===== src/rtl/prog_counter.sv =====
// Programmable up/down counter: runtime limits, direction and step, with wrap,
// saturate and one-shot boundary modes, synchronous clear/load, compare match
// and a limit-ordering error flag. Every output comes straight from a flop.
module prog_counter #(
  parameter int               NBITS   = 16,
  parameter logic [NBITS-1:0] RST_VAL = '0
) (
  input  logic             clk,
  input  logic             rst,
  input  logic             clr,
  input  logic             load,
  input  logic [NBITS-1:0] load_val,
  input  logic             en,
  input  logic             dir,
  input  logic [NBITS-1:0] step,
  input  logic [NBITS-1:0] min_val,
  input  logic [NBITS-1:0] max_val,
  input  logic [1:0]       mode,
  input  logic [NBITS-1:0] cmp_val,
  output logic [NBITS-1:0] count,
  output logic             overflow,
  output logic             underflow,
  output logic             cmp_match,
  output logic             done,
  output logic             cfg_err
);

  typedef enum logic {RUN, DONE} state_t;

  localparam logic [1:0] MODE_SAT  = 2'b01;
  localparam logic [1:0] MODE_ONCE = 2'b10;

  state_t           state_q;
  logic [NBITS-1:0] count_q;
  logic             ovf_q, unf_q, cmp_q, cfg_err_q;

  // Step evaluation, one bit wider than the count so nothing wraps silently
  logic [NBITS:0]   sum_up, lim_dn;
  logic             bnd;
  logic [NBITS-1:0] step_cnt;
  logic             step_ovf, step_unf, step_fin;

  // Load value, clamped into the limits unless the limits are inconsistent
  logic [NBITS-1:0] load_cnt;

  // Selected update for this cycle
  logic             upd;
  logic [NBITS-1:0] cnt_d;
  logic             ovf_d, unf_d, fin_d;

  // Next count for an enabled step, including boundary handling per mode
  always_comb begin
    sum_up   = {1'b0, count_q} + {1'b0, step};
    lim_dn   = {1'b0, min_val} + {1'b0, step};
    bnd      = dir ? (sum_up > {1'b0, max_val}) : ({1'b0, count_q} < lim_dn);
    step_cnt = dir ? sum_up[NBITS-1:0] : (count_q - step);
    step_ovf = 1'b0;
    step_unf = 1'b0;
    step_fin = 1'b0;
    if (step == '0) begin
      // Zero step never reaches a boundary, even when count is out of range
      step_cnt = count_q;
    end else if (bnd) begin
      step_ovf = dir;
      step_unf = !dir;
      case (mode)
        MODE_SAT:  step_cnt = dir ? max_val : min_val;
        MODE_ONCE: begin
          step_cnt = dir ? max_val : min_val;
          step_fin = 1'b1;
        end
        default:   step_cnt = dir ? min_val : max_val;
      endcase
    end
  end

  // Load clamping, skipped while the limits are known to be inverted
  always_comb begin
    load_cnt = load_val;
    if (!cfg_err_q) begin
      if (load_val < min_val)      load_cnt = min_val;
      else if (load_val > max_val) load_cnt = max_val;
    end
  end

  // Priority select: clr > load > en; en only acts while running with sane limits
  always_comb begin
    upd   = 1'b0;
    cnt_d = count_q;
    ovf_d = 1'b0;
    unf_d = 1'b0;
    fin_d = 1'b0;
    if (clr) begin
      upd   = 1'b1;
      cnt_d = min_val;
    end else if (load) begin
      upd   = 1'b1;
      cnt_d = load_cnt;
    end else if (en && (state_q == RUN) && !cfg_err_q) begin
      upd   = 1'b1;
      cnt_d = step_cnt;
      ovf_d = step_ovf;
      unf_d = step_unf;
      fin_d = step_fin;
    end
  end

  // Registered count, pulses, RUN/DONE state and limit-error flag
  always_ff @(posedge clk) begin
    if (rst) begin
      state_q   <= RUN;
      count_q   <= RST_VAL;
      ovf_q     <= 1'b0;
      unf_q     <= 1'b0;
      cmp_q     <= 1'b0;
      cfg_err_q <= 1'b0;
    end else begin
      cfg_err_q <= (min_val > max_val);
      count_q   <= cnt_d;
      ovf_q     <= ovf_d;
      unf_q     <= unf_d;
      cmp_q     <= upd && (cnt_d == cmp_val) && (cnt_d != count_q);
      if (clr || load)  state_q <= RUN;
      else if (fin_d)   state_q <= DONE;
    end
  end

  assign count     = count_q;
  assign overflow  = ovf_q;
  assign underflow = unf_q;
  assign cmp_match = cmp_q;
  assign done      = (state_q == DONE);
  assign cfg_err   = cfg_err_q;

endmodule

===== config.mk =====
export PLATFORM = sky130hd
export DESIGN_NAME = prog_counter
export DESIGN_NICKNAME = d
export VERILOG_FILES = /design/src/rtl/prog_counter.sv
export SDC_FILE = /design/constraint.sdc
export NUM_CORES = 1
export LEC_CHECK = 0
export ABC_AREA = 1
export BUFFER_PORTS_ARGS = -buffer_cell sky130_fd_sc_hd__buf_2
export CAP_MARGIN = 20
export CORE_ASPECT_RATIO = 1.75
export CORE_MARGIN = 2
export CORE_UTILIZATION = 45
export CTS_BUF_LIST = sky130_fd_sc_hd__clkbuf_4
export DETAILED_ROUTE_END_ITERATION = 8
export PLACE_DENSITY_LB_ADDON = 0.12
export SLEW_MARGIN = 20
export SYNTH_ARGS = -nofsm -noshare
export SYNTH_HDL_FRONTEND = slang
export SYNTH_SLANG_ARGS = --single-unit

===== constraint.sdc =====
create_clock -name clk -period 9.5 [get_ports clk]
set_input_delay 1.425 -clock clk [delete_from_list [all_inputs] [get_ports clk]]
set_output_delay 1.425 -clock clk [all_outputs]
set_load 0.01 [all_outputs]

==> impl.org, run 1 <==
** Job
- The tool flagged a number of max-cap violations equal to 0.

** Worst setup path
- Critical Path Max Stage Delay :: between 0.4 and 0.5 ns
- Number of cells on the worst reg-to-reg path :: 34
- Critical Path End Type :: flop
- Critical Path Slowest Stage Cell :: sky130_fd_sc_hd__fa_1
- Most frequent CP cell :: sky130_fd_sc_hd__nand2_1
- Critical path class :: in2reg
- Flop2flop setup slack :: between 4 and 5 ns
- Data on the critical path is required at its endpoint by 9.81 ns.
- In this run the critical register-to-register path is captured at cmp_match.
- For the worst setup path, the data arrival time is approximately 5.7 ns.
- Reg2Reg Launch Point :: count[0]
- The worst setup path is launched from an input pin.
- In this run the worst path has a maximum fanout of 17.
- Startpoint of the most critical setup path :: step[0]

** Min path
- Hold Path Depth :: 2
- Worst hold path type :: reg2reg
- Hold endpoint :: done
- Startpoint of the tightest hold check path :: done

** Synth
- Yosys printed 0 warnings.
- The synthesized design contains 0 enable-type register cells.
- Syn Nets :: roughly 1,400
- The share of the Yosys chip area taken by registers is 0.06039.
- Share of synthesized cell area in full adder, half adder and majority cells :: 0.2351
- Count of unique library cells instantiated by Yosys :: 47
- Synthesized area per cell :: about 6 um2
- After synthesis the netlist holds a flip-flop and latch count of 21.
- Synthesized area :: 6962 um2
- Of the total synthesized cell area, the portion taken by XOR and XNOR cells is 0.02642.
- Share of cell area taken by muxes after synthesis :: 0.001438
- Proportion of register bits with asynchronous set or reset after synthesis :: 0
- Most used DFF post-synth :: sky130_fd_sc_hd__dfxtp_1
- After synthesis, the largest family of logic cells by area is simple AND/OR/NAND/NOR gates.
- The area fraction in compound gates after synthesis was 0.1910.
- Cells after Synth :: approximately 1,200
- Of the total synthesized cell area, the portion taken by AND, OR, NAND and NOR gates is 0.3789.

** Power and ir drop
- Sum of internal, switching and leakage power :: 0.7002 mW
- Static leakage :: ~4.3 nW
- Power density normalized to cell area :: approximately 92 nW/um2
- The worst-case IR drop observed on VDD is 0.00004742 V.

** Floorplanning
- Row count :: 60
- The initial utilization of the core area, before any placement, comes to 0.4568.
- Area inside the core boundary :: ~15,000 um2
- Die W :: roughly 98 um
- Vertical die dimension :: ~170 um
- I/O pin cnt :: 109
- The die covers 16,520 um2.

** Detailed routing
- The pre-antenna-repair detailed-routing pass consisted of 5 iterations.
- Routed wire length per instance :: approximately 17 um
- In this run, the number of DRC markers left after iteration 0 of detailed routing was between 300 and 400.
- Detailed routing inserted a total of about 8,200 vias.
- Post-route DRC :: 0
- The count of nets left with antenna violations once routing finished came out at 0.
- DRT Wirelength :: between 20,000 and 25,000 um
- Dividing the detail-routed via count by the number of cells gives 5.605.

** Clock tree
- Clock-pin slew was measured on the worst setup and hold paths at between 0.1 and 0.15 ns.
- Counting the buffers created by CTS gives 3.
- Clock H-tree levels :: 1
- The root buffer cell chosen for the clock tree is sky130_fd_sc_hd__clkbuf_4.
- Clock Tree Buf Depth :: 2
- Number of hold buffers added after cts :: 0
- Later-pin clock latency in the skew report :: roughly 0.36 ns
- Post-CTS timing repair inserted 0 buffers for setup.
- Counting every sink on the clock net gives 21.
- TritonCTS clock tree :: done
- Once the clock tree was built, the resizer swapped 0 gates to a different size.

** Placed design
- Routability congestion estimate :: around 0.98
- DP HPWL :: around 21,000 um
- I/O Buffers :: around 110

** STA
- Final Hold Violating Endpoints :: 0
- Final period util :: 0.5655
- On the final layout, the worst clock skew is slightly below 0.006 ns.
- In this run the tightest slew margin relative to its limit is 0.3844.
- The count of final max-slew check failures was 0.
- For this run, the top clock speed supported by timing is 186.2 MHz.
- At the pin with the least slew margin, the transition time is about 0.9 ns.
- Adding up every negative setup slack in the final design gives 0 ns.
- For the finished layout, the period the worst path requires is between 5 and 6 ns.
- Setup violations remaining at the end of the flow were counted as 0.
- Setup repair after global routing missed its margin :: false

** Global route
- The total overflow left after global routing is 0.
- All-Layer GR Usage :: 0.2908
- Largest net degree at the start of global routing :: 33
- The number of antenna violations at the first check in global routing came to 1.
- The via count of the first global-routing pass came to 7,965.
- Global-route wire length before repair :: slightly below 40,000 um

** Final layout
- Synth-to-layout area growth :: 9.310%
- Fraction of final layout cells sized beyond drive strength 1 :: 0.1212
- At the end of the flow, the number of nets in the layout was 1,489.

** Status
- Run status :: finished, final reports clean
-- report_power, final --
group / total (mW) / leakage [nW] / internal (mW) / switching (mW)
logic: 0.536 / 4.11 / 0.193 / 0.343
clock network: 0.0527 / 0.0177 / 0.0159 / 0.0367
registers: 0.112 / 0.173 / 0.0947 / 0.0173
-- kinds of logic (layout without fill, tap and decap cells) --
family | count (synthesis) | count (layout)
multiplexers | 1 | 1
buffers and inverters | 187 | 267
adder cells (fa/ha/maj) | 129 | 129
XOR/XNOR | 21 | 21
other | 0 | 1
flip-flops | 21 | 21
AO/OA/AOI/OAI | 231 | 231
AND/OR/NAND/NOR | 601 | 601
-- flip-flops by register name, summed over array words and instances (netlist names) --
| signal | cells |
|---|---|
| count | 16 |
| underflow | 1 |
| overflow | 1 |
| cmp_match | 1 |
| done | 1 |
| cfg_err | 1 |
-- metrics by stage --
stage | hold slack [ns] | utilization | instance area [um2] | std cells | worst slack [ns]
after CTS | 0.4884 | 0.4992 | 7607 | 1457 | 4.127
final | 0.4875 | 0.4993 | 7610 | 1458 | 4.128
after global routing | 0.5268 | 0.4993 | 7610 | 1458 | 3.663
after detailed placement | 0.4687 | 0.4974 | 7580 | 1453 | 3.771
after floorplan | 0.4892 | - | 6962 | 1191 | 4.670
after global placement | 0.4726 | 0.4974 | 7580 | 1453 | 3.798
-- critical path: cells and delay by family --
kind | cells | cell delay (ns)
XOR/XNOR | 1 | 0.24
AO/OA/AOI/OAI | 1 | 0.18
AND/OR/NAND/NOR | 28 | 2.58
adder cells (fa/ha/maj) | 3 | 1.01
buffers and inverters | 2 | 0.23
-- synth_stat cells, types with 3 or more instances --
cell type	instances	share of area
sky130_fd_sc_hd__clkbuf_1	20	0.011
sky130_fd_sc_hd__nor2_1	68	0.037
sky130_fd_sc_hd__nand4_1	16	0.014
sky130_fd_sc_hd__xnor2_1	8	0.010
sky130_fd_sc_hd__buf_2	7	0.0050
sky130_fd_sc_hd__nand2_1	339	0.18
sky130_fd_sc_hd__a211oi_1	7	0.0075
sky130_fd_sc_hd__nand2_4	4	0.0065
sky130_fd_sc_hd__o21a_1	6	0.0065
sky130_fd_sc_hd__buf_4	3	0.0032
sky130_fd_sc_hd__dfxtp_1	21	0.060
sky130_fd_sc_hd__o211ai_1	21	0.023
sky130_fd_sc_hd__fa_1	3	0.0086
sky130_fd_sc_hd__a31oi_1	4	0.0036
sky130_fd_sc_hd__or2_2	5	0.0045
sky130_fd_sc_hd__ha_1	126	0.23
sky130_fd_sc_hd__nand3_1	122	0.088
sky130_fd_sc_hd__inv_1	148	0.080
sky130_fd_sc_hd__xor2_1	13	0.016
sky130_fd_sc_hd__nor3_1	15	0.011
sky130_fd_sc_hd__o21bai_1	6	0.0065
sky130_fd_sc_hd__a21oi_1	129	0.093
sky130_fd_sc_hd__o21ai_0	42	0.030
sky130_fd_sc_hd__nand3b_1	8	0.0086
sky130_fd_sc_hd__nand2_2	16	0.014
sky130_fd_sc_hd__a21oi_2	4	0.0050
sky130_fd_sc_hd__a21o_1	3	0.0032
sky130_fd_sc_hd__inv_2	3	0.0016
-- area by class of cell --
cell class	count	area, um2
diodes	1	2.502
clock buffers	3	22.52
well taps	186	232.7
inverters	154	580.6
fillers	1721	7630
multi-input cells	983	5798
clock inverters	1	5.005
flip-flops and latches	21	420.4
repair buffers	109	548.0
-- per-layer routing --
| layer | up-vias | routed length [um] | track usage |
|---|---|---|---|
| met2 | 225 | 12820 | 0.5560 |
| met3 | 67 | 851 | 0.01073 |
| met4 | 0 | 1535 | 0.1703 |
| met5 | - | 0 | 0 |
| li1 | 4159 | - | - |
| met1 | 3721 | 9253 | 0.3114 |
-- how the worst max path moves through the flow --
stage | to | cells after the start
5_1_grt | cmp_match | 35
6_report | cmp_match | 35
3_5_place_dp | cmp_match | 36
3_3_place_gp | cmp_match | 35
2_1_floorplan | cmp_match | 36
4_1_cts | cmp_match | 35
-- layout by cell type, fill, tap and decap left out, types with 16 or more instances in the layout --
master                     synthesis  routed
sky130_fd_sc_hd__ha_1            126     126
sky130_fd_sc_hd__dfxtp_1          21      21
sky130_fd_sc_hd__o21ai_0          42      42
sky130_fd_sc_hd__buf_2             7     108
sky130_fd_sc_hd__nand2_2          16      16
sky130_fd_sc_hd__nand2_1         339     339
sky130_fd_sc_hd__inv_1           148     148
sky130_fd_sc_hd__o211ai_1         21      21
sky130_fd_sc_hd__nand4_1          16      16
sky130_fd_sc_hd__nor2_1           68      68
sky130_fd_sc_hd__a21oi_1         129     129
sky130_fd_sc_hd__nand3_1         122     122
No activity file was read; power rests on OpenSTA's default activity.
==> inputs of run 2 (changes only) <==
clock period = 4.8 ns   (was 9.5 ns; I/O delays follow)
==> run 2 against run 1 <==
  * Final cell count up 6.3%
  * Total power up 120%
  * Clock power up 120%
  * Count of clock-buffer cells in the layout unchanged
  * Sequential power up 88%
==> impl.org, run 2 (same netlist as run 1, synthesis figures left out) <==
** Status
- The run finished with clean final reports.

** Power and ir drop
- Power density normalized to cell area :: 185.6 nW/um2
- Largest vdd supply drop :: a little over 0.0001 V
- Summed over all cells, the static leakage comes to around 4.7 nW.

** Floorplanning
- Initial Util :: 0.4568
- Row count :: 60
- I/O pin cnt :: ~110
- After floorplanning, the core was sized to cover between 15,000 and 20,000 um2.
- The die covers ~17,000 um2.
- The die is approximately 170 um tall.
- The floorplan step set the die width to 98.02 um.

** Global route
- The first global-routing pass estimated 40,590 um of wire.
- The total overflow left after global routing is 0.
- For this run, the total global-route usage over all layers was measured as 0.3086.
- Largest net degree at the start of global routing :: 32
- The via count of the first global-routing pass came to around 8,400.
- Initial antenna violation count :: 1

** Min path
- The tightest min-delay check is of the reg2reg type.
- Counting instances, the worst hold path has a depth of 2.
- Hold endpoint :: done
- In this run the most critical hold path is launched from done.

** Worst setup path
- Most frequent CP cell :: sky130_fd_sc_hd__nand2_1
- Reg2Reg Launch Point :: count[0]
- The worst register-to-register path has a setup slack of between 0.3 and 0.4 ns.
- For the worst setup path, the data arrival time is 4.87 ns.
- Critical register-to-register path endpoint :: cmp_match
- Critical path class :: in2reg
- Of all nets on the critical path, the largest fanout is 6.
- In this design, the stage delay of the slowest critical-path cell is 0.34 ns.
- For this design, the slowest cell found on the critical path is sky130_fd_sc_hd__ha_1.
- Launching element type of the critical path :: input pin
- Number of cells on the worst reg-to-reg path :: 35
- Critical Path End Type :: flop
- Data on the critical path is required at its endpoint by roughly 5.1 ns.

** STA
- Across all setup checks in the final design, the least slack found is about 0.26 ns.
- Minimum clock period :: ~4.5 ns
- Headroom to the max-slew limit came out at 0.4802.
- Setup violations remaining at the end of the flow were counted as 0.
- Slew Viols, Final :: 0
- Maximum clock rate :: about 220 MHz
- For the final database, setup skew stands at about 0.0032 ns.
- Setup repair after global routing missed its margin :: false
- The number of endpoints with negative hold slack in the final report was 0.
- Final hold analysis gives a worst-case slack of between 0.4 and 0.5 ns.
- Actual transition at the worst max-transition pin :: 0.7779 ns
- Dividing the final minimum period by the clock period gives 0.9456.

** Detailed routing
- Post-route ant nets :: 0
- Number of design-rule violations left by the first detailed-router iteration :: 387
- After detailed routing, the number of vias per cell comes to approximately 5.6.
- Number of iterations in the first detailed-routing pass :: 5
- DRT Wirelength :: approximately 26,000 um
- After detailed routing, the average wire length per cell comes to 16.72 um.
- For this block, the via count after detailed routing is approximately 8,600.
- After detailed routing, the number of remaining DRC violations is 0.

** Final layout
- The library cell used most frequently in the layout, excluding fill and tap cells, is sky130_fd_sc_hd__nand2_1.
- Final instance count without filler cells :: approximately 1,600
- Synth-to-layout area growth :: 19.32%
- In the final layout, the share of cells above drive strength 1 is 0.1827.
- The register with the most flip-flops in the layout has 16 of them.
- Leaving out fill and tap cells, the most frequent cells in the layout are sky130_fd_sc_hd__nand2_1, sky130_fd_sc_hd__inv_1, sky130_fd_sc_hd__a21oi_1.
- Total Nets Final :: 1,581

** Clock tree
- Clk Tree Root Cell :: sky130_fd_sc_hd__clkbuf_4
- TritonCTS built the clock tree.
- Clock H-tree levels :: 1
- After clock tree synthesis, the clock-pin slew on the worst setup and hold paths is about 0.16 ns.
- Later-pin clock latency in the skew report :: 0.38 ns
- The tree built by TritonCTS fans out to 21 sinks.
- Number of buffers created by CTS :: 3
- Clock Tree Buf Depth :: 2

** Placed design
- Number of cells after detailed placement :: roughly 1,500
- Routability congestion estimate :: a little over 1
- The HPWL after detailed placement is approximately 22,000 um.
- During placement, the flow inserted port buffers numbering 108.
- Prior to clock tree synthesis, the placed netlist has a worst setup slack of -0.1623 ns.

** Job
- Number of maximum-capacitance constraint violations :: 0
[run 2: repair_timing]
action	4_1_cts	5_1_grt
setup endpoints to repair	0	1
buffers inserted	0	3
hold buffers	0	0
gates resized for setup	0	3
[run 2: layout make-up]
class                           count  area (um2)
Inverter                          154       580.6
Clock buffer                        3       22.52
Tap cell                          186       232.7
Fill cell                        1651        6933
Sequential cell                    21       420.4
Multi-Input combinational cell    984        5812
Antenna cell                        1       2.502
Clock inverter                      1       5.005
Timing Repair Buffer              200        1231
[run 2: critical path, delay by kind of cell]
kind	cells	cell delay (ns)
and+or+nand+nor	16	1.60
AOI/OAI and AO/OA	9	1.28
adders and majority gates	2	0.61
buffers and inverters	4	0.50
xor gates and xnor gates	1	0.14
[run 2: worst max-delay path by stage]
stage               startpoint        end  slack (ns)  depth (start not counted)
finish                 step[6]  cmp_match        0.26                         32
global route           step[0]  cmp_match        0.01                         36
CTS                    step[6]  cmp_match        0.22                         32
detailed placement     step[6]  cmp_match       -0.16                         32
global placement       step[6]  cmp_match       -0.17                         32
floorplan              step[0]  cmp_match        0.68                         36
[run 2: per-layer routing]
| layer | wire [um] | global-route usage | up-vias |
|---|---|---|---|
| met2 | 13140 | 0.5718 | 275 |
| li1 | - | - | 4338 |
| met3 | 906 | 0.007432 | 79 |
| met5 | 0 | 0 | - |
| met1 | 10060 | 0.3375 | 3916 |
| met4 | 1812 | 0.2071 | 0 |
[run 2: through the flow]
step / area [um2] / power, mW / util / TNS (ns)
6_report: 8307 / 1.542 / 0.5451 / 0
5_1_grt: 8307 / 1.692 / 0.5451 / 0
4_1_cts: 8268 / 1.518 / 0.5425 / 0
3_5_place_dp: 8240 / 1.404 / 0.5407 / -0.1623
3_3_place_gp: 8240 / 1.396 / 0.5407 / -0.1737
2_1_floorplan: 6962 / 0.9880 / - / 0
[run 2: power by group]
| part | total (mW) | internal [mW] | switching, mW |
|---|---|---|---|
| Combinational | 1.22 | 0.483 | 0.733 |
| Sequential | 0.211 | 0.187 | 0.0234 |
| Clock | 0.116 | 0.0316 | 0.0840 |
